**config.mk**
```make
export PLATFORM = sky130hd
export DESIGN_NAME = cam_power_seq
export DESIGN_NICKNAME = d
export VERILOG_FILES = /design/src/rtl/cam_power_seq.sv
export SDC_FILE = /design/constraint.sdc
export NUM_CORES = 1
export LEC_CHECK = 0
export CORE_ASPECT_RATIO = 0.6
export CORE_MARGIN = 2
export CORE_UTILIZATION = 40
export CTS_CLUSTER_DIAMETER = 30
export CTS_CLUSTER_SIZE = 28
export DETAILED_ROUTE_END_ITERATION = 8
export GPL_ROUTABILITY_DRIVEN = 0
export HOLD_SLACK_MARGIN = 0.15
export PLACE_DENSITY = 0.56
export SETUP_SLACK_MARGIN = 0.3
export SLEW_MARGIN = 20
export SYNTH_ARGS = -nofsm -noshare
export SYNTH_HDL_FRONTEND = slang
export SYNTH_SLANG_ARGS = --single-unit
```
**constraint.sdc**
```tcl
create_clock -name clkin -period 3.1 [get_ports clkin]
set_clock_uncertainty 0.2 [all_clocks]
set_input_delay 0.775 -clock clkin [delete_from_list [all_inputs] [get_ports clkin]]
set_output_delay 0.775 -clock clkin [all_outputs]
set_load 0.01 [all_outputs]
```
**src/rtl/cam_power_seq.sv**
```systemverilog
// Camera sensor power-up sequencer: qualifies PLL lock, then steps XCLK/PWDN/RESET/settle
// before releasing sys_rst. Optional lock-loss counter under CAM_LOCK_LOSS_CNT_EN.
module cam_power_seq #(
  parameter int LOCK_CYCLES   = 1024,
  parameter int PWDN_CYCLES   = 24000,
  parameter int RST_CYCLES    = 24000,
  parameter int SETTLE_CYCLES = 480000,
  parameter int CNT_W         = 20
) (
  input  logic clkin,
  input  logic reset,
  input  logic lock,
  input  logic sw_restart,
  output logic cam_xclk_en,
  output logic cam_pwdn,
  output logic cam_rstn,
  output logic sys_rst,
  output logic ready
`ifdef CAM_LOCK_LOSS_CNT_EN
  ,
  output logic [7:0] lock_loss_cnt
`endif
);

  typedef enum logic [2:0] {
    WAIT_LOCK = 3'd0,
    PWDN_HOLD = 3'd1,
    RST_HOLD  = 3'd2,
    SETTLE    = 3'd3,
    READY     = 3'd4
  } state_t;

  localparam logic [CNT_W-1:0] LOCK_LAST   = CNT_W'(LOCK_CYCLES - 1);
  localparam logic [CNT_W-1:0] PWDN_LAST   = CNT_W'(PWDN_CYCLES - 1);
  localparam logic [CNT_W-1:0] RST_LAST    = CNT_W'(RST_CYCLES - 1);
  localparam logic [CNT_W-1:0] SETTLE_LAST = CNT_W'(SETTLE_CYCLES - 1);

  state_t           state_q, state_d;
  logic [CNT_W-1:0] cnt_q, cnt_d;
  logic             lock_meta_q, lock_s_q;
  logic             loss_evt;

  // Output vector {xclk_en, pwdn, rstn, sys_rst, ready} for a given state.
  function automatic logic [4:0] outs_of(input state_t s);
    case (s)
      PWDN_HOLD: return 5'b11010;
      RST_HOLD:  return 5'b10010;
      SETTLE:    return 5'b10110;
      READY:     return 5'b10101;
      default:   return 5'b01010;
    endcase
  endfunction

  always_ff @(posedge clkin or posedge reset) begin
    if (reset) begin
      lock_meta_q <= 1'b0;
      lock_s_q    <= 1'b0;
    end else begin
      lock_meta_q <= lock;
      lock_s_q    <= lock_meta_q;
    end
  end

  assign loss_evt = (state_q != WAIT_LOCK) && !lock_s_q;

  // Lock loss outranks sw_restart so a coincident pair is recorded as a loss.
  always_comb begin
    state_d = state_q;
    cnt_d   = cnt_q + 1'b1;
    if (loss_evt || sw_restart) begin
      state_d = WAIT_LOCK;
      cnt_d   = '0;
    end else begin
      case (state_q)
        WAIT_LOCK: begin
          if (!lock_s_q) begin
            cnt_d = '0;
          end else if (cnt_q == LOCK_LAST) begin
            state_d = PWDN_HOLD;
            cnt_d   = '0;
          end
        end
        PWDN_HOLD: begin
          if (cnt_q == PWDN_LAST) begin
            state_d = RST_HOLD;
            cnt_d   = '0;
          end
        end
        RST_HOLD: begin
          if (cnt_q == RST_LAST) begin
            state_d = SETTLE;
            cnt_d   = '0;
          end
        end
        SETTLE: begin
          if (cnt_q == SETTLE_LAST) begin
            state_d = READY;
            cnt_d   = '0;
          end
        end
        READY: begin
          cnt_d = cnt_q;
        end
        default: begin
          state_d = WAIT_LOCK;
          cnt_d   = '0;
        end
      endcase
    end
  end

  always_ff @(posedge clkin or posedge reset) begin
    if (reset) begin
      state_q <= WAIT_LOCK;
      cnt_q   <= '0;
      {cam_xclk_en, cam_pwdn, cam_rstn, sys_rst, ready} <= 5'b01010;
    end else begin
      state_q <= state_d;
      cnt_q   <= cnt_d;
      {cam_xclk_en, cam_pwdn, cam_rstn, sys_rst, ready} <= outs_of(state_d);
    end
  end

`ifdef CAM_LOCK_LOSS_CNT_EN
  logic [7:0] loss_cnt_q;

  always_ff @(posedge clkin or posedge reset) begin
    if (reset) begin
      loss_cnt_q <= 8'd0;
    end else if (loss_evt && (state_q == READY) && (loss_cnt_q != 8'hFF)) begin
      loss_cnt_q <= loss_cnt_q + 8'd1;
    end
  end

  assign lock_loss_cnt = loss_cnt_q;
`endif

endmodule
```
### Yosys cells after proc, flatten, opt, wreduce, memory -nomap -nowiden

Index checks and enable logic that the tools add are counted.

* add/subtract/negate cells: 1
* eq/ne operators: 12
* mux-type cells: 14
* reductions and logical operators: 6

Operators by type and width (number)
* 20-bit two-way mux: 5
* 20-bit one-hot mux with 4 select lines: 1
* 20-bit by 1-bit adder with 20-bit output (second input constant): 1
* 20-bit by 10-bit == test with 1-bit output (second input constant): 1
* 20-bit by 15-bit == test with 1-bit output (second input constant): 1
* 20-bit by 19-bit == test with 1-bit output (second input constant): 1
* 5-bit one-hot mux with 4 select lines: 1
* 3-bit two-way mux: 6
* 3-bit one-hot mux with 5 select lines: 1
* 3-bit by 2-bit == test with 1-bit output (second input constant): 4
* 3-bit by 1-bit == test with 1-bit output (second input constant): 2
* 3-bit == test (second input constant): 2
* 3-bit zero test: 1
* 3-bit nonzero test: 1
* 2-bit inequality test (second input constant): 1
* 2-bit OR reduction: 1
* 1-bit logical AND: 1
* 1-bit zero test: 1
* 1-bit logical OR: 1

* bits in registers: 30
* bits of input ports: 4
* output and inout bits: 5
* logic and storage cells: 42

### Logic depth before layout (Yosys ltp)

* word-level depth: 7
* gate-level depth with buffers: 8
* depth with buffers taken out: 7

### Least setup slack after synthesis

No wires, ideal clock.

* kind: register to register
* from: reg cnt_q[10]
* to: reg cnt_q[13]
* setup time: 0.124 ns
* arrival: 2.362 ns
* data required time: 2.776 ns
* slack: 0.414 ns
* cell stages (with the launch flop): 8
* path buffers: 1
* period minus slack after synthesis: 2.686 ns
* cells stage by stage: dfrtp_1 > or4_1 > or3_4 > o31a_1 > a211oi_4 > buf_6 > nor4_1 > a211o_1

* word-level cells in the longest chain between the ends: 5
* elaborated cells between the ends (all ways): 10
* classes of those cells: add/sub (1); eq/ne (3); mux (6)

RTL lines
* start: declaration: RTL line 39 `logic [CNT_W-1:0] cnt_q, cnt_d;`
* start signal: assignment: RTL line 119 `cnt_q <= cnt_d;`
* 20-bit by 1-bit adder with 20-bit output / 20-bit by 10-bit == test with 1-bit output (equally long branches): RTL line 69, 78
* 20-bit two-way mux: RTL line 78 `end else if (cnt_q == LOCK_LAST) begin`
* 20-bit two-way mux: RTL line 76 `if (!lock_s_q) begin`
* 20-bit one-hot mux with 4 select lines (*): RTL line 74 `case (state_q)`
* 20-bit two-way mux (*): RTL line 70 `if (loss_evt || sw_restart) begin`

Mark *: on every way between the ends. The rest lies on a longest branch, timed or not.
A chain may end at the register's enable or synchronous reset.

### Worst setup path after layout

* from: reg cnt_q[11]
* to: reg cnt_q[13]

Same word-level chain as after synthesis.

==> results.cfg <==
[synth]
avgSynthCellArea_um2 = 9.31
synthArstFlopShare = 1.00
synth-edff-count = 0
yosysWarnings = 0
synth_area_mm2 = 0.00162
synth_fp_nets = 179
ys_ff_latch = 30
synth_top_family_by_area = simple AND/OR/NAND/NOR gates
synth_cell_type_count = 45
synth_compound_area_frac = 0.190
synth_flop_cell = dfrtp_1
synth.most_common_cell = dfrtp_1
yosys.area_share.adder = 0.00772
synthSimpleGateAreaFrac = 0.269
synth_xor_area_frac = 0.0270
synthCells = 174
ys_top_cells_by_count = 28 x dfrtp_1, 19 x o21ai_0, 18 x nand2_1
yosysTopAreaCell = dfrtp_1
synth_top_area_share = 0.432
synthMuxAreaShare = 0.00618
ys_seq_area_frac = 0.465
synth.area.top_cells = dfrtp_1 43%, o21ai_0 5.9%, nand2_1 4.2%

[cells_and_area]
fill_cells = 334
multi_input_area_um2 = 873
fin_nets = 219
antenna_cells = 0
drive_gt1_frac = 0.270
layoutNonFillerInstCount = 262
stdcell_area_mm2 = 0.00216
regArea_um2 = 753
syn2layout_area_growth_pct = 33.3

[cts]
cts_hold_buf = 0
htree_levels = 2
cts.sinks = 30
cts_buffers = 5
cts_tree = built
clock_latency_ns = 0.29
clock-root-buffer = clkbuf_8
clkTransAtPathRegs_ns = 0.06
clock_path_buffers = 2

[setup_path]
path_class = flip-flop to flip-flop
critPathMaxStageDelay_ns = 0.54
cp_data_required_time_ns = 3.07
crit_family = compound AO/OA/AOI/OAI gates
cp_num_buf_inv = 1
cp-start-kind = flip-flop
crit_path_end_kind = flip-flop
reg2reg_depth = 7
worstPathMaxFanout = 3
cp.arrival_ns = 2.81
path_depth = 7
worstPathCellList = or4_4 > or3_4 > o31a_1 > buf_6 > a21o_4 > o221a_4 > a211o_1
slowest_stage = or4_4

[detailed_routing]
drt-wirelength-per-cell_um = 16.6
drt_iter0_drc = 76
num_vias = 1480
dr.pass1.iters = 4
vias_per_cell = 5.65
drt-total-wl_um = 4350
antenna_left = 0
drc = 0

[timing]
setup_ws_ns = 0.257
hold_violations = 0
period_share = 0.917
slew_viol_final = 0
min_period_ns = 2.84
maxSlewHeadroom = 0.654
worstMarginPinSlew_ns = 0.518
finalSetupViolations = 0
rsz0062_at_grt = yes
fmax_mhz = 352
fin_tns_setup_ns = 0

[global_routing]
grt_remaining_overflow = 0
grt_antenna_before_repair = 0
grt_max_degree = 31
grt_usage = 0.210
first_global_vias = 1488
grt_first_pass_wirelength_um = 7140

[floorplan]
die_w_um = 86.2
core_area_mm2 = 0.00376
die_area_mm2 = 0.00459
die_y_um = 53.3
rows = 17
start_util = 0.430
top_level_ports = 9

[min_path]
whs_path_depth = 0
hp-class = flip-flop to flip-flop

[run_status]
status = finished clean

[power]
p_per_area_mw_per_mm2 = 356
irDropWorstVdd_mv = 0.177
leakagePower_nw = 0.973

[run]
drv_cap = 0

[placed_design]
dpl_cell_area_mm2 = 0.00192
placed_cells = 246
post-place-ws_ns = 0.0207
port_buffers = 8
place_hpwl_um = 3050
## metrics by stage
step                      power, W  hold slack (ns)   util
after global placement    0.000437            0.132  0.510
after floorplan           0.000422            0.131      -
final                     0.000769            0.149  0.574
after global routing      0.000800            0.153  0.574
after CTS                 0.000767            0.150  0.550
after detailed placement  0.000438            0.136  0.510
## flip-flops by register name, summed over array words and instances, names as in the netlist
register	cells
lock_meta_q	1
cam_xclk_en	1
lock_s_q	1
ready	1
state_q	3
cnt_q	20
cam_pwdn	1
cam_rstn	1
sys_rst	1
## per-layer routing
metal	vias to the layer above	track usage	wire length [um]
met5	-	0	0
met4	0	0.0820	78
met3	8	0.0530	190
met2	34	0.323	1970
met1	719	0.284	2120
li1	719	-	-
## cells in the final DEF, fill, tap and decap left out, drive strengths merged, types with 2 or more instances in the layout
cell           synthesis  layout
buf                    2      33
dfrtp                 28      28
o21ai                 19      19
nand2                 18      18
nor2                   9       9
nor3                   9       9
clkdlybuf4s50          0       8
nand3                  7       7
or3                    7       7
nand4                  6       6
clkbuf                 6       6
inv                    5       5
a21o                   5       5
a21oi                  5       5
or4                    5       5
nor4                   4       4
xnor2                  3       3
and3                   3       3
nor3b                  3       3
o31a                   2       2
nand3b                 2       2
a31oi                  2       2
xor2                   2       2
o31ai                  2       2
a211o                  2       2
dfstp                  2       2
a211oi                 2       2
## worst paths after layout
check	slack (ns)	to	start
min reg2reg	0.15	lock_s_q	lock_meta_q
max reg2reg	0.26	cnt_q[13]	cnt_q[11]
min	0.15	lock_s_q	lock_meta_q
min in group asynchronous	0.67	cam_xclk_en	reset
max in group asynchronous	1.71	sys_rst	reset
max	0.26	cnt_q[13]	cnt_q[11]
## logic make-up (layout without fill, tap and decap cells)
logic type | Yosys count | after routing
AND/OR/NAND/NOR | 78 | 78
AO/OA/AOI/OAI | 46 | 46
flip-flops | 30 | 30
buffers and inverters | 13 | 54
XOR/XNOR | 5 | 5
adder cells (fa/ha/maj) | 1 | 1
multiplexers | 1 | 1
## final cells by class
cell class,count,share of cell area
inverters,5,0.00869
clock buffers,6,0.0382
clock inverters,2,0.00579
well taps,47,0.0272
repair buffers,41,0.167
flip-flops and latches,30,0.349
multi-input cells,131,0.404
## where the power goes
group | internal [W] | total [W] | leakage (nW) | switching, W
clock network | 0.000178 | 0.000327 | 0.0472 | 0.000149
registers | 0.000394 | 0.000397 | 0.407 | 0.00000227
logic | 0.0000213 | 0.0000449 | 0.519 | 0.0000236
## what timing repair did
item                       in CTS  in global routing
setup endpoints to repair      20                  9
pin swaps                       3                  5
gates resized for setup         5                 10
buffers inserted                2                  6
(Power assumes the default switching activity.)
